[config.mk]
export PLATFORM = sky130hd
export DESIGN_NAME = sync_fifo_param_flat
export DESIGN_NICKNAME = d
export VERILOG_FILES = /design/src/rtl/fifo_pkg.sv /design/src/rtl/sync_fifo_param_if.sv /design/src/rtl/fifo_mem.sv /design/src/rtl/sync_fifo_param.sv /design/src/flat_wrapper.sv
export SDC_FILE = /design/constraint.sdc
export NUM_CORES = 1
export LEC_CHECK = 0
export ABC_CLOCK_PERIOD_IN_PS = 2500
export CAP_MARGIN = 10
export CORE_ASPECT_RATIO = 0.6
export CORE_MARGIN = 8
export CORE_UTILIZATION = 30
export CTS_CLUSTER_SIZE = 20
export DETAILED_ROUTE_END_ITERATION = 10
export GPL_ROUTABILITY_DRIVEN = 0
export HOLD_SLACK_MARGIN = 0.02
export PLACE_DENSITY = 0.53
export REMOVE_ABC_BUFFERS = 1
export SLEW_MARGIN = 40
export SYNTH_ARGS = -nofsm -noshare
export SYNTH_HDL_FRONTEND = slang
export SYNTH_SLANG_ARGS = --single-unit
export TNS_END_PERCENT = 5
[constraint.sdc]
create_clock -name clk -period 2.5 [get_ports clk]
set_input_delay 0.5 -clock clk [delete_from_list [all_inputs] [get_ports clk]]
set_output_delay 0.5 -clock clk [all_outputs]
set_load 0.02 [all_outputs]
[src/rtl/fifo_pkg.sv]
// Shared FIFO helpers: ceiling-log2 and the pointer/count widths derived from a depth.
package fifo_pkg;

  localparam int unsigned DefaultWidth = 8;
  localparam int unsigned DefaultDepth = 8;

  typedef enum logic {
    ReadStd  = 1'b0,
    ReadFwft = 1'b1
  } read_mode_e;

  function automatic int unsigned clog2(input int unsigned value);
    int unsigned res;
    res = 0;
    for (int unsigned i = 0; i < 31; i++) begin
      if ((32'd1 << i) < value) res = i + 1;
    end
    return res;
  endfunction

  function automatic int unsigned ptr_width(input int unsigned depth);
    return clog2(depth);
  endfunction

  // Occupancy must represent 0..depth inclusive.
  function automatic int unsigned cnt_width(input int unsigned depth);
    return clog2(depth + 1);
  endfunction

endpackage

[src/rtl/sync_fifo_param_if.sv]
// Producer/consumer bus of the parametrised FIFO; slave is the FIFO side.
interface sync_fifo_param_if #(
  parameter int unsigned WIDTH = 8,
  parameter int unsigned DEPTH = 8
);
  import fifo_pkg::*;

  localparam int unsigned CntW = cnt_width(DEPTH);

  logic             wr;
  logic [WIDTH-1:0] data_in;
  logic             rd;
  logic [WIDTH-1:0] data_out;
  logic             empty;
  logic             full;
  logic             almost_full;
  logic             almost_empty;
  logic [CntW-1:0]  fifo_cnt;
  logic             overflow;
  logic             underflow;

  modport master (
    output wr, data_in, rd,
    input  data_out, empty, full, almost_full, almost_empty, fifo_cnt, overflow, underflow
  );

  modport slave (
    input  wr, data_in, rd,
    output data_out, empty, full, almost_full, almost_empty, fifo_cnt, overflow, underflow
  );

endinterface

[src/rtl/fifo_mem.sv]
// Simple dual-port RAM: synchronous write, asynchronous read. Contents are never reset.
module fifo_mem #(
  parameter int unsigned WIDTH = 8,
  parameter int unsigned DEPTH = 8,
  parameter int unsigned AddrW = 3
) (
  input  logic             clk_i,
  input  logic             we_i,
  input  logic [AddrW-1:0] waddr_i,
  input  logic [WIDTH-1:0] wdata_i,
  input  logic [AddrW-1:0] raddr_i,
  output logic [WIDTH-1:0] rdata_o
);

  logic [WIDTH-1:0] mem_q [DEPTH];

  always_ff @(posedge clk_i) begin
    if (we_i) mem_q[waddr_i] <= wdata_i;
  end

  assign rdata_o = mem_q[raddr_i];

endmodule

[src/rtl/sync_fifo_param.sv]
// Parametrised single-clock FIFO with standard or first-word-fall-through read, programmable
// almost-full/almost-empty levels and one-cycle overflow/underflow pulses.
module sync_fifo_param
  import fifo_pkg::*;
#(
  parameter int unsigned WIDTH    = 8,
  parameter int unsigned DEPTH    = 8,
  parameter int unsigned FWFT     = 0,
  parameter int unsigned AF_LEVEL = DEPTH - 1,
  parameter int unsigned AE_LEVEL = 1
) (
  input logic               clk,
  input logic               rst,
  sync_fifo_param_if.slave  bus
);

  localparam int unsigned PtrW = ptr_width(DEPTH);
  localparam int unsigned CntW = cnt_width(DEPTH);
  localparam logic [CntW-1:0] AfLvl = CntW'(AF_LEVEL);
  localparam logic [CntW-1:0] AeLvl = CntW'(AE_LEVEL);
  localparam logic [CntW-1:0] Full  = CntW'(DEPTH);

  logic [PtrW-1:0]  wr_ptr_q, rd_ptr_q;
  logic [CntW-1:0]  cnt_q, cnt_d;
  logic             empty_q, full_q, af_q, ae_q, ovf_q, unf_q;
  logic             wr_acc, rd_acc;
  logic [WIDTH-1:0] rdata;

  // An empty FIFO never bypasses a same-edge write, so rd_acc depends only on stored data.
  assign rd_acc = bus.rd && !empty_q;
  assign wr_acc = bus.wr && (!full_q || rd_acc);

  always_comb begin
    cnt_d = cnt_q;
    if (wr_acc && !rd_acc)      cnt_d = cnt_q + CntW'(1);
    else if (rd_acc && !wr_acc) cnt_d = cnt_q - CntW'(1);
  end

  always_ff @(posedge clk) begin
    if (rst) begin
      wr_ptr_q <= '0;
      rd_ptr_q <= '0;
      cnt_q    <= '0;
      empty_q  <= 1'b1;
      full_q   <= 1'b0;
      af_q     <= 1'b0;
      ae_q     <= 1'b1;
      ovf_q    <= 1'b0;
      unf_q    <= 1'b0;
    end else begin
      if (wr_acc) wr_ptr_q <= wr_ptr_q + PtrW'(1);
      if (rd_acc) rd_ptr_q <= rd_ptr_q + PtrW'(1);
      cnt_q   <= cnt_d;
      // Flags derive from the next count so they line up with the registered fifo_cnt.
      empty_q <= (cnt_d == '0);
      full_q  <= (cnt_d == Full);
      af_q    <= (cnt_d >= AfLvl);
      ae_q    <= (cnt_d <= AeLvl);
      ovf_q   <= bus.wr && !wr_acc;
      unf_q   <= bus.rd && empty_q;
    end
  end

  fifo_mem #(
    .WIDTH (WIDTH),
    .DEPTH (DEPTH),
    .AddrW (PtrW)
  ) u_mem (
    .clk_i   (clk),
    .we_i    (wr_acc && !rst),
    .waddr_i (wr_ptr_q),
    .wdata_i (bus.data_in),
    .raddr_i (rd_ptr_q),
    .rdata_o (rdata)
  );

  if (FWFT != 0) begin : g_fwft
    assign bus.data_out = empty_q ? '0 : rdata;
  end else begin : g_std
    logic [WIDTH-1:0] data_q;
    always_ff @(posedge clk) begin
      if (rst)         data_q <= '0;
      else if (rd_acc) data_q <= rdata;
    end
    assign bus.data_out = data_q;
  end

  assign bus.empty        = empty_q;
  assign bus.full         = full_q;
  assign bus.almost_full  = af_q;
  assign bus.almost_empty = ae_q;
  assign bus.fifo_cnt     = cnt_q;
  assign bus.overflow     = ovf_q;
  assign bus.underflow    = unf_q;

endmodule
[src/flat_wrapper.sv]
// flat-port wrapper written by rule: the top's interface ports become plain ports
module sync_fifo_param_flat import fifo_pkg::*;
#(
  parameter int unsigned WIDTH    = 8,
  parameter int unsigned DEPTH    = 8,
  parameter int unsigned FWFT     = 0,
  parameter int unsigned AF_LEVEL = DEPTH - 1,
  parameter int unsigned AE_LEVEL = 1
)
  (clk, rst, bus_wr, bus_data_in, bus_rd, bus_data_out, bus_empty, bus_full, bus_almost_full, bus_almost_empty, bus_fifo_cnt, bus_overflow, bus_underflow);
  sync_fifo_param_if #(.WIDTH(WIDTH), .DEPTH(DEPTH)) bus_i ();
  input logic clk;
  input logic rst;
  input wire logic [$bits(bus_i.wr)-1:0] bus_wr;
  input wire logic [$bits(bus_i.data_in)-1:0] bus_data_in;
  input wire logic [$bits(bus_i.rd)-1:0] bus_rd;
  output wire logic [$bits(bus_i.data_out)-1:0] bus_data_out;
  output wire logic [$bits(bus_i.empty)-1:0] bus_empty;
  output wire logic [$bits(bus_i.full)-1:0] bus_full;
  output wire logic [$bits(bus_i.almost_full)-1:0] bus_almost_full;
  output wire logic [$bits(bus_i.almost_empty)-1:0] bus_almost_empty;
  output wire logic [$bits(bus_i.fifo_cnt)-1:0] bus_fifo_cnt;
  output wire logic [$bits(bus_i.overflow)-1:0] bus_overflow;
  output wire logic [$bits(bus_i.underflow)-1:0] bus_underflow;
  assign bus_i.wr = bus_wr;
  assign bus_i.data_in = bus_data_in;
  assign bus_i.rd = bus_rd;
  assign bus_data_out = bus_i.data_out;
  assign bus_empty = bus_i.empty;
  assign bus_full = bus_i.full;
  assign bus_almost_full = bus_i.almost_full;
  assign bus_almost_empty = bus_i.almost_empty;
  assign bus_fifo_cnt = bus_i.fifo_cnt;
  assign bus_overflow = bus_i.overflow;
  assign bus_underflow = bus_i.underflow;
  sync_fifo_param #(.WIDTH(WIDTH), .DEPTH(DEPTH), .FWFT(FWFT), .AF_LEVEL(AF_LEVEL), .AE_LEVEL(AE_LEVEL)) u_core (.clk(clk), .rst(rst), .bus(bus_i));
endmodule
==> out/qor.yml <==
cts_sinks: 88
post_cts_resized: 0
r2r_slack_ps: 640
cts_made_buffers: 9
p_leak_nw: 1.47
slew_viol_final: 0
ir_drop_v: 0.000370
dp_slack_ps: 205
drc: 0
whs_ps: 494
antenna_found_initial: 0
finalCritPeriodShare_pct: 78.6
switchingPower_w: 0.00105
reg2reg_depth: 6
rows: 30
cp-end-kind: "flop"
cts_root_buf: "clkbuf_16"
cts_tree: "built"
start_kind: "input port"
diodes: 0
synth_area_um2: 3480
cp_data_arrival_time_ps: 2180
netlist_instances: 214
fin_tns_setup_ps: 0
die_w_um: 155
power.density_nw_per_um2: 911
ant_nets: 0
rsz0062_at_grt: "false"
finalClockSkew_ps: 5.39
internal_power_w: 0.00295
swShare_pct: 26.3
tightest_slew_ps: 627
setup_ws_ps: 536
synth_ff_type: "edfxtp_1"
io_buffers: 29
cp_max_fo: 9
max_cap_viol_count: 0
dr.pass1.iters: 4
hold_class: "reg -> reg"
wirelength_mm: 6.87
grt_pass1_wl_mm: 10.6
postCtsHoldBufs: 0
finalSetupViolations: 0
max_freq_mhz: 509
seq_area_frac_synth_pct: 69.1
synth_cell_types: 31
final_hold_viol_count: 0
nets: 281
grt_use_total_pct: 9.40
nFillCells: 1030
vias: 1886
ios: 30
hold_depth: 2
vias_per_cell: 4.39
grt_remaining_overflow: 0
grt_pass1_vias: 1870
area_growth_pct: 26.5
dieArea_um2: 15400
p_comb_share_pct: 20.5
wl_per_cell_um: 16.0
insertion_delay_ps: 330
crit_type: "in -> reg"
synth-edff-count: 64
status: "completed"
max_slew_margin_pct: 58.2
cp.required_ps: 2720
post_cts_buffers: 0
dpl.hpwl_mm: 4.71
yosys_warnings: 0
clkPwrFrac_pct: 36.1
synthArstFlopShare_pct: 0
drive_gt1_share_pct: 21.9
start_util_pct: 30.8
core_um2: 11300
drt_iter0_drc: 168
cts.clk_slew.worst_paths_ps: 70
clockBufferDepth: 2
grt_max_degree: 19
ctsHtreeMaxLevel: 3
avgSynthCellArea_um2: 16.2
p_seq_share_pct: 43.5
die_y_um: 99.4
min_period_ps: 1960
yosys_register_bits: 88
-- critical path: stages --
cell and delay [ps]:
clkdlybuf4s50_1 660, buf_4 210, nand2b_1 70, nor4_1 410, a2111oi_4 110, a21oi_1 160, nor3_1 60
-- Yosys cell counts, drive strengths merged, types with 2 or more instances --
master	n	share of area, %
a211oi	9	1.9
a21oi	4	0.58
buf	8	1.3
clkbuf	2	0.22
dfxtp	24	14
edfxtp	64	55
ha	4	1.4
inv	4	0.43
mux2i	11	3.2
mux4	16	10
nand2	10	1.1
nand2b	6	1.1
nand3	3	0.43
nor2	27	3.1
nor2b	3	0.76
nor3	6	1.0
xnor2	2	0.50
xor2	3	0.76
-- metrics by stage --
stage,utilization (%),instances,area [µm²],power [W]
after global placement,36.0,414,4070,0.00261
final,38.9,430,4400,0.00401
after floorplan,-,204,3420,0.00226
after CTS,38.9,430,4400,0.00406
after global routing,38.9,430,4400,0.00419
after detailed placement,36.0,414,4070,0.00260
-- final timing paths --
path	from	endpoint
max	bus_wr	u_core.bus.empty
max reg2reg	u_core.bus.fifo_cnt[1]	u_core.bus.almost_full
min reg2reg	u_core.bus.data_out[2]	u_core.bus.data_out[2]
min	u_core.bus.data_out[2]	u_core.bus.data_out[2]
-- routing by layer --
| layer | GRT usage [%] | wire, µm | vias to the layer above | share of wire, % |
|---|---|---|---|---|
| met4 | 2.70 | 47 | 0 | 0.68 |
| li1 | - | - | 911 | - |
| met1 | 13.1 | 3450 | 922 | 50 |
| met2 | 13.0 | 2950 | 49 | 43 |
| met3 | 3.98 | 418 | 4 | 6.1 |
| met5 | 0 | 0 | - | 0 |
-- final cells by class --
cell class              instances  area, µm²  share of cell area (%)
flip-flops and latches         88       2400                    54.6
clock inverters                 7        101                    2.30
well taps                     160        200                    4.55
multi-input cells             112       1010                    22.9
repair buffers                 50        448                    10.2
clock buffers                   9        225                    5.12
inverters                       4       15.0                   0.341
-- placed cells by master, fill, tap and decap left out, types with 2 or more instances in the layout --
master	netlist	layout
dfxtp_1	24	24
nand3_1	3	3
inv_1	4	4
nand2b_1	6	6
edfxtp_1	64	64
nor2b_1	2	2
ha_1	4	4
clkbuf_16	0	9
bufinv_16	0	2
a21oi_1	4	4
nor2_2	2	2
mux4_2	16	16
nor3_1	5	5
mux2i_1	11	11
inv_6	0	3
buf_4	3	21
clkdlybuf4s50_1	0	29
nor2_1	25	25
xor2_1	3	3
a211oi_1	9	9
clkinvlp_4	0	2
nand2_1	10	10
xnor2_1	2	2
-- power groups by stage --
stage | clock network [W] | registers (W) | logic (W)
6_report | 0.00144 | 0.00174 | 0.000820
5_1_grt | 0.00154 | 0.00175 | 0.000895
4_1_cts | 0.00149 | 0.00174 | 0.000832
3_5_place_dp | 0 | 0.00177 | 0.000828
3_3_place_gp | 0 | 0.00178 | 0.000832
2_1_floorplan | 0 | 0.00189 | 0.000376
-- registers in the layout, indices dropped and copies added, names as in the netlist --
name,count
u_core.bus.almost_empty,1
u_core.bus.almost_full,1
u_core.bus.data_out,8
u_core.bus.empty,1
u_core.bus.fifo_cnt,4
u_core.bus.full,1
u_core.bus.overflow,1
u_core.bus.underflow,1
u_core.rd_ptr_q,3
u_core.u_mem.mem_q,64
u_core.wr_ptr_q,3
-- cell families after synthesis --
| kind of cell | count (synthesis) | synth area share (%) |
|---|---|---|
| AOI/OAI and AO/OA | 17 | 4.39 |
| xor gates and xnor gates | 5 | 1.26 |
| adders and majority gates | 4 | 1.44 |
| buffers and inverters | 14 | 1.94 |
| DFF | 88 | 69.1 |
| muxes | 27 | 13.5 |
| and+or+nand+nor | 59 | 8.32 |
(Power assumes the default switching activity.)
